$ cat config.mk
export PLATFORM = sky130hd
export DESIGN_NAME = hazard_unit
export DESIGN_NICKNAME = d
export VERILOG_FILES = /design/src/rtl/hazard_unit.sv
export SDC_FILE = /design/constraint.sdc
export NUM_CORES = 1
export LEC_CHECK = 0
export CAP_MARGIN = 20
export CORE_MARGIN = 2
export CORE_UTILIZATION = 40
export CTS_BUF_LIST = sky130_fd_sc_hd__clkbuf_2 sky130_fd_sc_hd__clkbuf_4 sky130_fd_sc_hd__clkbuf_8
export CTS_CLUSTER_DIAMETER = 150
export CTS_CLUSTER_SIZE = 14
export DETAILED_ROUTE_END_ITERATION = 8
export PLACE_DENSITY = 0.78
export SLEW_MARGIN = 20
export SYNTH_ARGS = -nofsm -noshare
export SYNTH_HDL_FRONTEND = slang
export SYNTH_SLANG_ARGS = --single-unit
$ cat constraint.sdc
create_clock -name clock -period 5.3 [get_ports clock]
set_input_delay 1.06 -clock clock [delete_from_list [all_inputs] [get_ports clock]]
set_output_delay 1.06 -clock clock [all_outputs]
set_load 0.03 [all_outputs]
$ cat src/rtl/hazard_unit.sv
// Combinational stall/flush resolver for the 5-stage PoliRISC-V pipeline,
// with registered stall/flush event counters for performance monitoring.
module hazard_unit #(
  parameter int CNT_W = 32
) (
  input  logic             clock,
  input  logic             reset_n,
  input  logic [1:0]       hazard_type,
  input  logic             rs_used,
  input  logic [4:0]       rs1_id,
  input  logic [4:0]       rs2_id,
  input  logic [4:0]       rd_ex,
  input  logic [4:0]       rd_mem,
  input  logic             reg_we_ex,
  input  logic             reg_we_mem,
  input  logic             mem_rd_en_ex,
  input  logic             mem_rd_en_mem,
  input  logic             store_id,
  input  logic             zicsr_ex,
  output logic             stall_if,
  output logic             stall_id,
  output logic             flush_id,
  output logic             flush_ex,
  output logic [CNT_W-1:0] stall_count,
  output logic [CNT_W-1:0] flush_count
);

  typedef enum logic [1:0] {
    NO_HAZARD        = 2'd0,
    HAZARD_DECODE    = 2'd1,
    HAZARD_EXECUTE   = 2'd2,
    HAZARD_EXCEPTION = 2'd3
  } hazard_t;

  function automatic logic match(input logic [4:0] rs, input logic [4:0] rd,
                                 input logic we, input logic en);
    return (rs == rd) && (rd != 5'd0) && we && en;
  endfunction

  logic [4:0] rs2_eff;
  logic       haz_decode;
  logic       haz_execute;

  // A store's rs2 is only store data, so it is read late and escapes load-use.
  always_comb begin
    rs2_eff     = rs_used ? rs2_id : 5'd0;
    haz_decode  = match(rs1_id,  rd_ex,  reg_we_ex,  !zicsr_ex)
               || match(rs2_eff, rd_ex,  reg_we_ex,  !zicsr_ex)
               || match(rs1_id,  rd_mem, reg_we_mem, mem_rd_en_mem)
               || match(rs2_eff, rd_mem, reg_we_mem, mem_rd_en_mem);
    haz_execute = match(rs1_id,  rd_ex, reg_we_ex, mem_rd_en_ex)
               || match(rs2_eff, rd_ex, reg_we_ex, mem_rd_en_ex && !store_id);
  end

  always_comb begin
    stall_if = 1'b0;
    stall_id = 1'b0;
    flush_id = 1'b0;
    flush_ex = 1'b0;
    case (hazard_t'(hazard_type))
      HAZARD_DECODE: begin
        stall_if = haz_decode;
        stall_id = haz_decode;
        flush_ex = haz_decode;
      end
      HAZARD_EXECUTE: begin
        stall_if = haz_execute;
        stall_id = haz_execute;
        flush_ex = haz_execute;
      end
      HAZARD_EXCEPTION: begin
        flush_id = 1'b1;
        flush_ex = 1'b1;
      end
      default: ;
    endcase
  end

  always_ff @(posedge clock or negedge reset_n) begin
    if (!reset_n) begin
      stall_count <= '0;
      flush_count <= '0;
    end else begin
      if (stall_id) stall_count <= stall_count + 1'b1;
      if (flush_id) flush_count <= flush_count + 1'b1;
    end
  end

endmodule

* Yosys cells after proc, flatten, opt, wreduce, memory -nomap -nowiden
Index checks and enable logic that the tools add are counted.
** Storage, ports and cells
- Bits in registers :: 64
- Input bits :: 31
- Word-level logic and storage cells :: 38
** Operators by class
- $add $sub $neg :: 2
- Eq/ne operators :: 7
- Multiplexer cells :: 4
- Reductions and logical operators :: 23
** Operator list (count)
- adder 32 x 1 -> 32 bit (second input constant) :: 2
- == test 5 bit :: 4
- logical AND 1 bit :: 15
- nonzero test 5 bit :: 2
- 2-to-1 mux 5 bit :: 1
- == test 2 bit (second input constant) :: 2
- logical OR 1 bit :: 4
- case mux 1 bit (3 select lines) :: 1
- == test 2 x 1 -> 1 bit (second input constant) :: 1
- logical NOT 1 bit :: 2
- case mux 1 bit (2 select lines) :: 1
- 2-to-1 mux 1 bit :: 1

* Logic depth before layout (Yosys ltp)
Gate-level depths: netlist of the first run.
- Depth after elaboration :: 9
- Gate-level depth with buffers :: 9
- Mapped depth without buffers :: 9

* Worst setup path before layout of the first run
No wires, ideal clock.
- Kind :: input to output
- Start point :: in rs_used
- End point :: out stall_if
- Arrival time :: 2.663 ns
- Data required time :: 4.240 ns
- Path slack :: 1.577 ns
- Stages on the path :: 8
- Buffers on the path :: 2
- Path through :: buf_2 and3_1 a22oi_2 a2111oi_4 o211a_4 a41oi_4 inv_1 buf_4
** On the way
- Cells in the longest elaborated chain, start to end :: 9
- Elaborated cells between the ends (all ways) :: 15
- Classes of those cells :: eq/ne (2); mux (2); reduce/logical (11)
** RTL lines
- start: declaration :: line 9 : input logic rs_used,
- 2-to-1 mux 5 bit (*) :: line 46 : rs2_eff = rs_used ? rs2_id : 5'd0;
- == test 5 bit :: line 37 : return (rs == rd) && (rd != 5'd0) && we && en;
- logical AND 1 bit (3 in series) :: line 37
- logical OR 1 bit :: line 48 : || match(rs2_eff, rd_ex, reg_we_ex, !zicsr_ex)
- logical OR 1 bit :: line 49 : || match(rs1_id, rd_mem, reg_we_mem, mem_rd_en_mem)
- logical OR 1 bit :: line 50 : || match(rs2_eff, rd_mem, reg_we_mem, mem_rd_en_mem);
- case mux 1 bit (2 select lines) (*)
- end: declaration :: line 20 : output logic stall_if,
Mark *: on every way between the ends. The rest lies on a longest branch, timed or not.

* Worst setup path in the final report of the first run
- Start point :: in rs_used
- End point :: out stall_if
** On the way
- Cells in the longest elaborated chain, start to end :: 9
- Elaborated cells between the ends (all ways) :: 15
- Classes of those cells :: eq/ne (2); mux (2); reduce/logical (11)
** RTL lines
- 2-to-1 mux 5 bit (*) :: line 46
- == test 5 bit :: line 37
- logical AND 1 bit (3 in series) :: line 37
- logical OR 1 bit :: line 48
- logical OR 1 bit :: line 49
- logical OR 1 bit :: line 50
- case mux 1 bit (2 select lines) (*) :: line 60 : case (hazard_t'(hazard_type))
Marks and branches as above.

==> flow_metrics.tcl, run 1 <==
set metrics [dict create \
    rows 33 \
    htree_levels 3 \
    rrSetupSlack_ns 3.13 \
    dieArea_um2 9390 \
    area_growth_pct 37.7 \
    grt_max_degree 65 \
    antenna_found_initial 0 \
    drive_gt1_share_pct 8.20 \
    fmax_mhz 207 \
    reg2reg_from "flush_count[3]" \
    rsz0062_at_grt "no" \
    timing.final.crit_share_pct 91.0 \
    cts_max_path_buffers 2 \
    numCtsBuffers 9 \
    cts_tree "yes" \
    synthDistinctLibCells 43 \
    cts_resized 0 \
    path_clk_slew_ns 0.06 \
    gp_congestion 0.865 \
    ys_warn_count 0 \
    avgViaCountPerCell 5.15 \
    drc 0 \
    port_buffers 98 \
    vdd_drop_max_v 0.000162 \
    die_h_um 96.9 \
    arrival_ns 3.76 \
    nFillCells 692 \
    synth_area_um2 3450 \
    wl_per_cell_um 15.0 \
    hpwl_um 5710 \
    regToRegEndpoint "flush_count[31]" \
    cts_sinks 64 \
    firstDrtPassIters 4 \
    min_period_ns 4.82 \
    seq_area_frac_synth_pct 46.4 \
    relSlewSlack_pct 42.2 \
    final_antenna_net_count 0 \
    setup_slack_ns 0.478 \
    grtUsageTotal_pct 17.7 \
    crit_end "stall_if" \
    dp.cells 517 \
    crit_start "rs_used" \
    drt_iter0_markers 107 \
    status "complete, no violations" \
    core_um2 8300 \
    ys_ff_latch 64 \
    synth_nets 357 \
    die_w_um 96.9 \
    postCtsSetupBuffers 0 \
    final-max-slew-violation-count 0 \
    criticalPathCategory "in2out" \
    cts-root-buf "clkbuf_8" \
    postCtsHoldBufs 0 \
    maxCapViolations 0 \
    io_pins 99 \
    report.final.hold_viol_count 0 \
    nets 460 \
    fin_tns_setup_ns 0 \
    grt_pass1_wl_um 13600 \
    grt_pass1_vias 2737 \
    synthCells 320 \
    p_leak_nw 2.09 \
    start_util_pct 41.6 \
    crit_path_end_kind "output pin" \
    finClkSkew_ns 0.0104 \
    antenna_cells 0 \
    clk-insertion-delay-late_ns 0.34 \
    startpoint_type "input pin" \
    setup_viol 0 \
    wl_um 7960 \
    crit_fanout 12 \
    fin_cells 532 \
    overflow 0 \
    post-place-ws_ns 0.512 \
    tightest_slew_ns 0.864 \
    cp.required_ns 4.24 \
    avgSynthCellArea_um2 10.8 \
    cellPowerDensity_nw_per_um2 262 \
    reg2reg_depth 7 \
    dr_total_vias 2739 \
    hold_class "reg2reg" \
]
==> state kept, by name, indices dropped and copies added (netlist names) <==
register and cells:
flush_count 32, stall_count 32
==> critical path, cell delays in order <==
cell	delay [ns]
clkdlybuf4s50_1	0.69
a21boi_0	0.15
o32a_1	0.39
a2111oi_4	0.26
o211a_4	0.23
a41oi_4	0.04
inv_1	0.23
clkdlybuf4s50_1	0.73
==> cell type report <==
cell class / instances / area, um^2 / share of cell area, %
tap: 105 / 131 / 2.76
clock buffer: 12 / 159 / 3.34
inverter: 13 / 48.8 / 1.03
sequential: 64 / 1600 / 33.7
clock inverter: 3 / 65.1 / 1.37
timing repair buffer: 100 / 991 / 20.8
multi-input combinational: 235 / 1760 / 37.0
==> synthesized netlist by cell type, drive strengths merged <==
master	instances	area share [%]
a2111oi	1	0.80
a21boi	1	0.22
a21oi	2	0.29
a22oi	3	0.80
a31o	2	0.51
a31oi	1	0.18
a32o	1	0.29
a41oi	1	0.80
and2	4	0.72
and2b	1	0.22
and3	7	1.3
and4	13	3.3
and4bb	3	1.1
buf	6	1.1
clkbuf	2	0.22
dfrtp	64	46
ha	6	2.2
inv	13	1.4
mux2	2	0.65
nand2	30	3.3
nand2b	1	0.18
nand3	25	3.6
nand4	6	1.1
nor2	12	1.3
nor2b	1	0.18
nor3	8	1.2
nor4	13	4.0
nor4b	3	0.76
o211a	1	0.51
o21a	1	0.22
o21ai	5	0.72
o22ai	2	0.36
o32a	1	0.29
o32ai	1	0.47
or3	1	0.18
xnor2	43	11
xor2	33	8.4
==> cell usage in the layout, fill, tap and decap left out, drive strengths merged, types with 4 or more instances in the layout <==
cell type,instances
nor2,12
o21ai,5
clkbuf,12
nor4,13
dfrtp,64
and3,7
nand2,30
nand4,6
clkdlybuf4s50,97
xnor2,43
ha,6
and4,13
inv,13
and2,4
nor3,8
nand3,25
xor2,33
==> layer usage <==
layer / vias up / GRT usage, % / wire [um]
li1: 1333 / - / -
met1: 1324 / 22.2 / 3560
met2: 70 / 28.7 / 3930
met3: 12 / 4.99 / 339
met4: 0 / 6.93 / 141
met5: - / 0 / 0
==> per-stage QoR <==
step                      hold slack (ns)  area [um^2]  utilization (%)  power, mW
after CTS                           0.486         4750             57.3       1.26
after global placement              0.460         4530             54.6      0.774
after global routing                0.492         4750             57.3       1.30
after floorplan                     0.649         3450                -      0.666
after detailed placement            0.476         4530             54.6      0.780
final                               0.478         4750             57.3       1.25
==> cell families (layout without fill, tap and decap cells) <==
kind of cell	after synthesis	count (layout)	share of synthesized area, %
adder cells (fa/ha/maj)	6	6	2.17
flip-flops	64	64	46.4
buffers and inverters	21	128	2.72
XOR/XNOR	76	76	19.3
multiplexers	2	2	0.652
AO/OA/AOI/OAI	23	23	6.45
AND/OR/NAND/NOR	128	128	22.3
==> how the worst min path moves through the flow <==
stage	startpoint	endpoint	slack, ns	cells past startpoint
global route	stall_count[31]	stall_count[31]	0.49	1
detailed placement	stall_count[22]	stall_count[22]	0.48	1
CTS	stall_count[31]	stall_count[31]	0.49	1
global placement	stall_count[31]	stall_count[31]	0.46	1
floorplan	stall_count[31]	stall_count[31]	0.65	1
finish	stall_count[22]	stall_count[22]	0.48	1
==> power breakdown <==
group	total (mW)	switching, mW	internal [mW]
Combinational	0.218	0.116	0.102
Clock	0.478	0.185	0.293
Sequential	0.549	0.0349	0.514
Total	1.25	0.336	0.909
Note: power is estimated with default switching activity, not from simulation.
==> run 2, diff against run 1 <==
Settings changed: GPL_TIMING_DRIVEN set to 0, SLEW_MARGIN 20 to not set.
==> flow_metrics.tcl, run 2 (synthesis gave the netlist of run 1 again) <==
set metrics [dict create \
    status "complete, no violations" \
    antenna_found_initial 0 \
    crit_start "rs2_id[2]" \
    core_um2 8300 \
    setup_viol 0 \
    cts_resized 0 \
    min_path_cells 1 \
    report.final.hold_viol_count 0 \
    cellPowerDensity_nw_per_um2 259 \
    port_buffers 98 \
    startpoint_type "input pin" \
    wl_met2_um 3840 \
    clockPowerShare_pct 37.9 \
    tightest_slew_ns 0.794 \
    post-place-ws_ns 0.402 \
    mostFrequentLayoutCell "clkdlybuf4s50_1" \
    finClkSkew_ns 0.0116 \
    seq_area_um2 1600 \
    dr_total_vias 2793 \
    slowest_delay_ns 0.59 \
    nets 466 \
    grt_pass1_vias 2761 \
    fmax_mhz 204 \
    path_clk_slew_ns 0.07 \
    arrival_ns 3.84 \
    setup_slack_ns 0.396 \
    multiInputGateArea_um2 1760 \
    postPlaceCellArea_um2 4560 \
    crit_buf_inv 4 \
    cpMostUsedCell "clkdlybuf4s50_1" \
    min_period_ns 4.90 \
    nFillCells 680 \
    wl_per_cell_um 14.5 \
    hpwl_um 5810 \
    grt_max_degree 65 \
    final_cell_mix "clkdlybuf4s50_1 (97), dfrtp_1 (64), xnor2_1 (43)" \
    die_h_um 96.9 \
    intPower_uw 899 \
    cts_tree "yes" \
    vdd_drop_max_v 0.000150 \
    hold_class "reg2reg" \
    relSlewSlack_pct 47.1 \
    drt_iter0_markers 52 \
    cp_cell_sequence "clkdlybuf4s50_1 > and4bb_1 > a22oi_2 > a2111oi_4 > o211a_4 > a41oi_4 > inv_1 > buf_4 > clkdlybuf4s50_1" \
    gp_congestion 0.860 \
    overflow 0 \
    wl_um 7840 \
    dieArea_um2 9390 \
    postCtsHoldBufs 0 \
    swShare_pct 27.4 \
    crit_fanout 10 \
    start_util_pct 41.6 \
    cts_max_path_buffers 2 \
    cts-root-buf "clkbuf_8" \
    reg2reg_from "flush_count[3]" \
    antenna_cells 0 \
    grt_pass1_wl_um 13300 \
    firstDrtPassIters 4 \
    p_leak_nw 2.10 \
    critical-path-top-delay-family "buffers and inverters" \
    cts_sinks 64 \
    p_seq_share_pct 44.4 \
    grtUsageTotal_pct 17.4 \
    worstHoldStart "stall_count[31]" \
    criticalPathCategory "in2out" \
    area_growth_pct 38.7 \
    crit_slowest_cell "clkdlybuf4s50_1" \
    fin_tns_setup_ns 0 \
    switching_power_uw 339 \
    maxCapViolations 0 \
    numCtsBuffers 9 \
    top_layer "met4" \
    rows 33 \
    drc 0 \
    postCtsSetupBuffers 0 \
    comb_power_share_pct 17.7 \
    die_w_um 96.9 \
    crit_path_end_kind "output pin" \
    htree_levels 3 \
    reg2reg_depth 8 \
    cp.required_ns 4.24 \
    wl_met1_um 3510 \
    timing.final.crit_share_pct 92.5 \
    clk-insertion-delay-late_ns 0.34 \
    drive_gt1_share_pct 8.99 \
    avgViaCountPerCell 5.18 \
    final-max-slew-violation-count 0 \
    met3_length_um 332 \
    cp.depth 9 \
    top_regs "flush_count (32), stall_count (32)" \
    io_pins 99 \
    rsz0062_at_grt "no" \
    design_area_um2 4790 \
    final_antenna_net_count 0 \
]
## run 2: cell count changes in the layout (fill, tap and decap cells not counted)
cell,delta
clkinvlp_4,+2
buf_2,+2
clkbuf_1,+2
buf_6,+1
buf_1,+1
clkbuf_8,-1
## run 2: cell type report
class,instances,share of cell area (%)
Timing Repair Buffer,98,20.4
Clock buffer,11,3.03
Sequential cell,64,33.5
Multi-Input combinational cell,235,36.7
Tap cell,105,2.74
Inverter,13,1.02
Clock inverter,5,1.67
Buffer,8,0.941
## run 2: worst paths after layout
path	end	slack (ns)
min in group asynchronous	flush_count[7]	0.80
max in group asynchronous	flush_count[15]	3.98
setup / recovery	stall_if	0.40
setup reg to reg	flush_count[31]	3.14
hold reg to reg	stall_count[31]	0.47
hold / removal	stall_count[31]	0.47
## run 2: per-layer routing
layer / vias to the layer above / global-route usage, %
met4: 0 / 6.61
met3: 14 / 4.48
met1: 1360 / 21.7
met2: 71 / 29.1
li1: 1348 / -
met5: - / 0
## run 2: power by group through the flow
stage          logic (mW)  clock network, mW  registers, mW
2_1_floorplan      0.0629                  0          0.603
3_3_place_gp        0.216                  0          0.558
3_5_place_dp        0.221                  0          0.558
4_1_cts             0.222              0.484          0.548
5_1_grt             0.232              0.507          0.553
6_report            0.219              0.470          0.549
## run 2: metrics by stage
stage          utilization (%)  power (mW)  std cells  hold slack, ns
6_report                  57.7        1.24        539           0.467
5_1_grt                   57.7        1.29        539           0.486
4_1_cts                   57.7        1.25        539           0.474
3_5_place_dp              55.0       0.779        523           0.464
3_3_place_gp              55.0       0.773        523           0.462
2_1_floorplan                -       0.666        320           0.649
==> run 3, diff against run 2 <==
Settings changed: PLACE_DENSITY 0.78 to 0.81.
Clock period 5.3 ns to 4.1 ns, I/O delays scaled along.
==> flow_metrics.tcl, run 3 (synthesis gave the netlist of run 1 again) <==
set metrics [dict create \
    status "complete, no violations" \
    postPlaceCellArea_um2 4560 \
    drt_iter0_markers 73 \
    core_um2 8300 \
    reg2reg_depth 8 \
    vdd_drop_max_v 0.000216 \
    grt_max_degree 65 \
    dieArea_um2 9390 \
    setup_viol 0 \
    firstDrtPassIters 4 \
    cp.depth 9 \
    grt_pass1_vias 2865 \
    grt_use_met3_pct 4.55 \
    min_period_ns 3.92 \
    cts_tree "yes" \
    p_leak_nw 2.12 \
    grt_pass1_wl_um 13400 \
    criticalPathCategory "in2out" \
    timing.final.crit_share_pct 95.6 \
    avgViaCountPerCell 5.22 \
    arrival_ns 3.10 \
    final-max-slew-violation-count 0 \
    final_antenna_net_count 0 \
    crit_buf_inv 4 \
    numCtsBuffers 9 \
    crit_path_end_kind "output pin" \
    crit_fanout 7 \
    port_buffers 98 \
    finClkSkew_ns 0.00858 \
    grt-busiest-layer "met2" \
    gp_congestion 0.795 \
    path_clk_slew_ns 0.06 \
    cellPowerDensity_nw_per_um2 309 \
    hold_class "reg2reg" \
    design_area_um2 4740 \
    drc 0 \
    start_util_pct 41.6 \
    final_cell_mix "clkdlybuf4s50_1 (94), dfrtp_1 (64), xnor2_1 (43)" \
    wl_um 7940 \
    slowest_delay_ns 0.57 \
    htree_levels 3 \
    dr_total_vias 2814 \
    io_pins 99 \
    area_growth_pct 37.3 \
    grt_use_met1_pct 20.9 \
    cts-root-buf "clkbuf_8" \
    min_path_cells 1 \
    drive_gt1_share_pct 9.22 \
    cts_sinks 64 \
    grt_use_met2_pct 29.9 \
    rsz0062_at_grt "no" \
    nets 467 \
    die_w_um 96.9 \
    startpoint_type "input pin" \
    wl_per_cell_um 14.7 \
    die_h_um 96.9 \
    report.final.hold_viol_count 0 \
    antenna_found_initial 0 \
    crit_slowest_cell "clkdlybuf4s50_1" \
    grtUsageTotal_pct 17.3 \
    rows 33 \
    tightest_slew_ns 0.803 \
    cts_max_path_buffers 2 \
    antenna_cells 0 \
    critical-path-top-delay-family "buffers and inverters" \
    hpwl_um 5940 \
    cp.required_ns 3.28 \
    relSlewSlack_pct 46.5 \
    mostFrequentLayoutCell "clkdlybuf4s50_1" \
    maxCapViolations 0 \
    top_regs "flush_count (32), stall_count (32)" \
    fmax_mhz 255 \
    clk-insertion-delay-late_ns 0.33 \
    cp_cell_sequence "clkdlybuf4s50_1 > a21boi_0 > o32a_1 > a2111oi_4 > o211a_4 > a41oi_4 > inv_2 > buf_4 > dlygate4sd2_1" \
    overflow 0 \
    power.total_mw 1.47 \
]
## run 3: area by class of cell
| class | instances | area, um^2 |
|---|---|---|
| timing repair buffer | 99 | 986 |
| fill | 734 | 3560 |
| multi-input combinational | 235 | 1760 |
| tap | 105 | 131 |
| inverter | 13 | 48.8 |
| sequential | 64 | 1600 |
| buffer | 8 | 45.0 |
| clock inverter | 4 | 20.0 |
| clock buffer | 11 | 151 |
## run 3: metrics by stage
stage	worst slack (ns)	hold slack [ns]	util, %	setup TNS (ns)	instances
floorplan	0.857	0.524	-	0	320
global placement	-0.327	0.459	55.0	-0.537	523
detailed placement	-0.346	0.463	55.0	-0.574	523
CTS	0.0139	0.474	57.1	0	539
global route	0.0446	0.486	57.1	0	539
finish	0.180	0.466	57.1	0	539
## run 3: worst reg2reg max path, stage by stage (launching register included)
cell	delay (ns)
dfrtp_1	0.45
nand4_1	0.15
nor2_1	0.23
and4_1	0.30
and4_1	0.22
buf_2	0.18
nand2_1	0.09
or3_1	0.32
xnor2_1	0.13
## run 3: where the power goes
part / switching (mW) / internal, mW / total, mW
clock network: 0.229 / 0.245 / 0.474
registers: 0.0462 / 0.665 / 0.711
logic: 0.150 / 0.131 / 0.281
## run 3: path summary, 6_finish.rpt
kind | from | endpoint | slack, ns
setup / recovery | rd_mem[0] | stall_if | 0.18
hold / removal | stall_count[31] | stall_count[31] | 0.47
setup reg to reg | flush_count[3] | flush_count[31] | 1.91
hold reg to reg | stall_count[31] | stall_count[31] | 0.47
max in group asynchronous | reset_n | stall_count[20] | 2.99
min in group asynchronous | reset_n | flush_count[5] | 0.56
## run 3: routing by layer
layer,up-vias,share of wire [%]
met4,0,1.8
met1,1388,44
met5,-,0
met3,14,4.3
li1,1339,-
met2,73,50
## run 3: repair_timing
| action | CTS | global route |
|---|---|---|
| endpoints found under the setup margin | 2 | 2 |
| resized for setup | 2 | 2 |
| cloned | 0 | 0 |
| hold buffers | 0 | 0 |
| buffers inserted | 1 | 0 |
